==> src/rtl/kgp_seg_display_pkg.sv <==
// Shared definitions for the KGPminiRISC seven-segment output stage:
// digit count, segment codes, converter states and the double-dabble step.
package kgp_seg_display_pkg;

  localparam int NUM_DIGITS = 4;
  localparam int CONV_CYCLES = 16;

  // Active-low segment patterns {g,f,e,d,c,b,a} for hex values 0..F
  localparam logic [6:0] SEG_CODES [16] = '{
    7'h40, 7'h79, 7'h24, 7'h30, 7'h19, 7'h12, 7'h02, 7'h78,
    7'h00, 7'h10, 7'h08, 7'h03, 7'h46, 7'h21, 7'h06, 7'h0E
  };
  localparam logic [6:0] SEG_BLANK = 7'h7F;

  typedef enum logic [1:0] {
    ST_IDLE   = 2'd0,
    ST_CONV   = 2'd1,
    ST_COMMIT = 2'd2
  } convState_t;

  // Add 3 to every BCD nibble that is 5 or more, ahead of the left shift
  function automatic logic [19:0] dabbleAdjust(input logic [19:0] bcd);
    logic [19:0] adj;
    adj = bcd;
    for (int k = 0; k < 5; k++) begin
      if (bcd[4*k +: 4] >= 4'd5) begin
        adj[4*k +: 4] = bcd[4*k +: 4] + 4'd3;
      end
    end
    return adj;
  endfunction

endpackage

==> src/rtl/kgp_seg_display_hex_to_seg7.sv <==
// Combinational nibble to active-low seven-segment decoder.
module hex_to_seg7
  import kgp_seg_display_pkg::*;
(
  input  logic [3:0] i_nibble,
  output logic [6:0] o_seg
);

  assign o_seg = SEG_CODES[i_nibble];

endmodule

==> src/rtl/kgp_seg_display.sv <==
// Captures the core's 16-bit result and scans it onto a 4-digit multiplexed
// seven-segment display, either as hex or as unsigned decimal produced by a
// sequential double-dabble converter.
module kgp_seg_display
  import kgp_seg_display_pkg::*;
#(
  parameter int REFRESH_DIV = 50000,
  parameter bit BLANK_LZ    = 1'b0
)(
  input  logic                  clk,
  input  logic                  rst,
  input  logic [15:0]           data_in,
  input  logic                  load,
  input  logic                  dec_mode,
  output logic                  busy,
  output logic                  ovf,
  output logic [NUM_DIGITS-1:0] an,
  output logic [6:0]            seg,
  output logic                  dp
);

  localparam int CNT_W = (REFRESH_DIV > 1) ? $clog2(REFRESH_DIV) : 1;
  localparam logic [CNT_W-1:0] CNT_LAST = CNT_W'(REFRESH_DIV - 1);

  logic [CNT_W-1:0] r_refCnt;
  logic [1:0]       r_digIdx;
  logic [15:0]      r_digits;
  logic [15:0]      r_bin;
  logic [19:0]      r_bcd;
  logic [3:0]       r_bitCnt;
  logic             r_ovf;
  logic             r_busy;
  logic [3:0]       r_an;
  logic [6:0]       r_seg;
  logic             r_dp;
  convState_t       r_state;
  convState_t       w_nextState;

  logic             w_loadOk;
  logic [19:0]      w_bcdAdj;
  logic [3:0]       w_curNibble;
  logic             w_blank;
  logic [6:0]       w_segRaw;
  logic [6:0]       w_segOut;

  assign w_loadOk = load && (r_state == ST_IDLE);
  assign w_bcdAdj = dabbleAdjust(r_bcd);

  // Refresh counter paces the scan; the digit index steps on every wrap
  always_ff @(posedge clk) begin
    if (rst) begin
      r_refCnt <= '0;
      r_digIdx <= 2'd0;
    end else if (r_refCnt == CNT_LAST) begin
      r_refCnt <= '0;
      r_digIdx <= r_digIdx + 2'd1;
    end else begin
      r_refCnt <= r_refCnt + 1'b1;
    end
  end

  // Converter state register
  always_ff @(posedge clk) begin
    if (rst) begin
      r_state <= ST_IDLE;
    end else begin
      r_state <= w_nextState;
    end
  end

  // Converter next-state: a decimal load starts 16 shift cycles then one commit
  always_comb begin
    w_nextState = r_state;
    case (r_state)
      ST_IDLE:   if (w_loadOk && dec_mode) w_nextState = ST_CONV;
      ST_CONV:   if (r_bitCnt == 4'(CONV_CYCLES - 1)) w_nextState = ST_COMMIT;
      ST_COMMIT: w_nextState = ST_IDLE;
      default:   w_nextState = ST_IDLE;
    endcase
  end

  // Capture, double-dabble datapath and displayed-digit register
  always_ff @(posedge clk) begin
    if (rst) begin
      r_digits <= '0;
      r_bin    <= '0;
      r_bcd    <= '0;
      r_bitCnt <= '0;
      r_ovf    <= 1'b0;
    end else begin
      case (r_state)
        ST_IDLE: begin
          if (w_loadOk) begin
            r_ovf <= 1'b0;
            if (dec_mode) begin
              r_bin    <= data_in;
              r_bcd    <= '0;
              r_bitCnt <= '0;
            end else begin
              r_digits <= data_in;
            end
          end
        end
        ST_CONV: begin
          {r_bcd, r_bin} <= {w_bcdAdj[18:0], r_bin, 1'b0};
          r_bitCnt       <= r_bitCnt + 4'd1;
        end
        ST_COMMIT: begin
          r_digits <= r_bcd[15:0];
          r_ovf    <= (r_bcd[19:16] != 4'd0);
        end
        default: ;
      endcase
    end
  end

  // Select the active digit and decide whether it is a blanked leading zero
  always_comb begin
    w_curNibble = r_digits[3:0];
    w_blank     = 1'b0;
    case (r_digIdx)
      2'd1: begin
        w_curNibble = r_digits[7:4];
        w_blank     = BLANK_LZ && (r_digits[15:4] == 12'd0);
      end
      2'd2: begin
        w_curNibble = r_digits[11:8];
        w_blank     = BLANK_LZ && (r_digits[15:8] == 8'd0);
      end
      2'd3: begin
        w_curNibble = r_digits[15:12];
        w_blank     = BLANK_LZ && (r_digits[15:12] == 4'd0);
      end
      default: ;
    endcase
  end

  hex_to_seg7 u_dec (
    .i_nibble (w_curNibble),
    .o_seg    (w_segRaw)
  );

  assign w_segOut = w_blank ? SEG_BLANK : w_segRaw;

  // Output registers: anode, segments and decimal point move together
  always_ff @(posedge clk) begin
    if (rst) begin
      r_an   <= 4'b1111;
      r_seg  <= SEG_BLANK;
      r_dp   <= 1'b1;
      r_busy <= 1'b0;
    end else begin
      r_an   <= ~(4'b0001 << r_digIdx);
      r_seg  <= w_segOut;
      r_dp   <= ~(r_ovf && (r_digIdx == 2'd3));
      r_busy <= (w_nextState != ST_IDLE);
    end
  end

  assign busy = r_busy;
  assign ovf  = r_ovf;
  assign an   = r_an;
  assign seg  = r_seg;
  assign dp   = r_dp;

endmodule

==> config.mk <==
export PLATFORM = sky130hd
export DESIGN_NAME = kgp_seg_display
export DESIGN_NICKNAME = d
export VERILOG_FILES = /design/src/rtl/kgp_seg_display_pkg.sv /design/src/rtl/kgp_seg_display_hex_to_seg7.sv /design/src/rtl/kgp_seg_display.sv
export SDC_FILE = /design/constraint.sdc
export NUM_CORES = 1
export LEC_CHECK = 0
export ABC_CLOCK_PERIOD_IN_PS = 2900
export CELL_PAD_IN_SITES_DETAIL_PLACEMENT = 1
export CELL_PAD_IN_SITES_GLOBAL_PLACEMENT = 1
export CORE_AREA = 4 4 95 115
export DETAILED_ROUTE_END_ITERATION = 10
export DIE_AREA = 0 0 99 119
export GPL_TIMING_DRIVEN = 1
export PLACE_DENSITY = 0.86
export RECOVER_POWER = 50
export SLEW_MARGIN = 15
export SYNTH_ARGS = -nofsm -noshare
export SYNTH_HDL_FRONTEND = slang
export SYNTH_SLANG_ARGS = --single-unit
==> constraint.sdc <==
create_clock -name clk -period 2.9 [get_ports clk]
set_clock_uncertainty 0.05 [all_clocks]
set_input_delay 0.58 -clock clk [delete_from_list [all_inputs] [get_ports clk]]
set_output_delay 0.58 -clock clk [all_outputs]
set_load 0.02 [all_outputs]
==> impl_metrics.tcl <==
set metrics [dict create \
    synth_top_area_share_pct 42.7 \
    synth_edf_count 0 \
    outcome "finished, violations left" \
    worstHoldStart "r_bin[4]" \
    cts_tree "built" \
    via_count 3589 \
    core_area_sq_mm 0.00986 \
    muxShareOfSynthArea_pct 3.71 \
    htreeDepth 3 \
    reg2reg_from "r_digIdx[0]" \
    synth_top_family_by_area "simple AND/OR/NAND/NOR gates" \
    critPathLaunchType "register" \
    synth_xor_area_share_pct 5.61 \
    ys_async_sr_fraction_pct 0 \
    grt_max_degree 47 \
    r2r_end "seg[3]" \
    slowest_delay_ns 0.49 \
    multi_input_area_sq_mm 0.00220 \
    whs_path_depth 2 \
    yosysSeqAreaShare_pct 42.7 \
    ant_nets 0 \
    wl_mm 10.9 \
    synthFlopType "dfxtp_1" \
    syn_to_final_growth_pct 18.7 \
    post_drt_wl_per_cell_microns 16.7 \
    path_buf_inv 2 \
    first_global_vias 3800 \
    layout-drive-gt1-share_pct 5.13 \
    cts_root_buf "clkbuf_16" \
    ir_drop_mv 0.258 \
    overflow 0 \
    cts_buffers 9 \
    layout_min_cycle_time_ns 2.48 \
    register_area_sq_mm 0.00180 \
    slew_violations 32 \
    synthTopCellsByArea "dfxtp_1 43%, ha_1 6.8%, nor2_1 6.1%" \
    drt_pre_antenna_iters 4 \
    max_freq_mhz 404 \
    worst-setup-path-type "register to register" \
    fill_cells 1172 \
    yosysWarnings 0 \
    min_period_over_period_pct 85.4 \
    num_rows 40 \
    dieArea_sq_mm 0.0118 \
    cpMaxStageDelayCell "mux2i_1" \
    remaining_drc_errors 0 \
    timing.critical_path.cells "inv_1 -> ha_1 -> mux2i_1 -> inv_1 -> ha_1 -> nor2_1 -> a2111oi_2 -> a31oi_1" \
    holdBufCountCts 0 \
    ff2ff_setup_slack_ns 0.42 \
    clock_path_buffers 2 \
    portBuffers 33 \
    synth.most_common_cell "dfxtp_1" \
    dr.first_iter.drc_count 156 \
    start_util_pct 42.8 \
    grt_usage_pct 19.3 \
    clk_pin_slew_ns 0.07 \
    gp_congestion 0.789 \
    setup_tns_ns 0 \
    yosysUniqueCellTypes 39 \
    io_pins 34 \
    power.leakage_uw 0.00186 \
    crit_family "adder cells" \
    synthCells 498 \
    cp.required_ns 3.07 \
    violations "max-capacitance violations, max-slew violations" \
    insertion_delay_ns 0.34 \
    pwr_density_cell_mw_per_mm2 602 \
    clkSinkCount 90 \
    hpwl_mm 7.27 \
    holdPathEnd "r_bin[4]" \
    startpoint "r_digIdx[0]" \
    antenna_found_initial 0 \
    synthAdderAreaFrac_pct 6.82 \
    synth_common_cells "90 x dfxtp_1, 68 x nor2_1, 48 x a21oi_1" \
    maxCapViolCount 1 \
    post-cts-setup-buffer-count 0 \
    fin_nets 564 \
    worst-path-max-fanout 7 \
    netlist_area_sq_mm 0.00422 \
    viasPerCell 5.50 \
    grt_pass1_wl_mm 18.6 \
    r2r_cells 8 \
    die_y_microns 119 \
    hold_violations 0 \
    synth-seq-cells 90 \
    yosys.area_share.simple_pct 19.0 \
    holdCritPathClass "register to register" \
    die_w_microns 99 \
    avgSynthCellArea_sq_um 8.47 \
    yosys.area.top_type "dfxtp_1" \
    slew_headroom_pct -3.26 \
    cp-end-kind "register" \
    synth-compound-area-share_pct 17.1 \
    setup_viol 0 \
    stdcell_area_sq_mm 0.00501 \
    placed_area_sq_mm 0.00465 \
    cts_resized 0 \
    cp.arrival_ns 2.65 \
    rsz0062_at_grt "no" \
    antenna_cells 0 \
    synth_nets 541 \
    worst_pin_slew_ns 1.55 \
]
## how the worst max path moves through the flow
stage                           end  slack [ns]  cells past startpoint
final                        seg[3]        0.42                      8
after CTS                    seg[3]        0.41                      8
after detailed placement     seg[3]        0.44                      8
after global placement    r_bcd[15]        0.64                      7
after floorplan              seg[3]        0.79                      9
after global routing         seg[3]        0.13                      8
## flip-flops by register name, indices dropped and copies added (netlist names)
signal    count
busy          1
seg           7
an            4
dp            1
r_state       2
r_bcd        20
r_digits     16
r_digIdx      2
ovf           1
r_bitCnt      4
r_refCnt     16
r_bin        16
## per-stage QoR
stage	power [uW]	cells	worst slack, ns	util, %	hold slack (ns)
detailed placement	1610	636	0.445	47.1	0.398
global route	3120	652	0.129	50.8	0.435
global placement	1600	636	0.636	47.1	0.382
finish	3010	652	0.423	50.8	0.403
CTS	3040	652	0.409	50.9	0.408
floorplan	1500	498	0.791	-	0.380
## where the power goes
group	internal (uW)	switching, uW
sequential	1280	26.8
combinational	110	158
clock	935	502
total	2330	687
## cells in the final DEF (no fill, tap or decap), drive strengths merged, types with 4 or more instances in the layout
cell type      netlist  final
clkdlybuf4s50        0     29
o21ai               18     18
nor2                68     68
clkbuf              14     13
buf                 15      6
a21oi               48     48
dfxtp               90     90
and2                 4      4
a31oi                5      5
ha                  23     23
inv                 23     24
nand4                5      5
a211oi              16     16
xnor2               14     14
a221o                4      4
a22oi               17     17
bufinv               0      4
nand2b              11     11
nand2               32     32
nor3                20     20
xor2                13     13
mux2i               13     13
nand3               25     25
## routing by layer
| layer | vias to the layer above | GRT usage, % | part of all wire, % |
|---|---|---|---|
| met5 | - | 0 | 0 |
| li1 | 1783 | - | - |
| met1 | 1743 | 22.8 | 42 |
| met2 | 52 | 34.7 | 53 |
| met3 | 11 | 2.87 | 3.3 |
| met4 | 0 | 7.43 | 1.5 |
## cell type report
class                      instances  area share, %
timing repair buffer              41           7.77
inverter                          23           1.72
clock inverter                     6           2.75
multi-input combinational        356           44.0
sequential                        90           36.0
tap                              126           3.15
clock buffer                      10           4.57
## cells by family after synthesis
logic type,count (synthesis)
xor+xnor,27
mux,15
fa+ha+maj,23
buf+inv,52
simple gates,176
compound gates,115
flops,90
## worst reg2reg max path, stage by stage, from the launching register on
cell	delay, ns
dfxtp_1	0.34
inv_1	0.15
ha_1	0.38
mux2i_1	0.49
inv_1	0.19
ha_1	0.35
nor2_1	0.06
a2111oi_2	0.29
a31oi_1	0.06
Note: power is estimated with default switching activity, not from simulation.
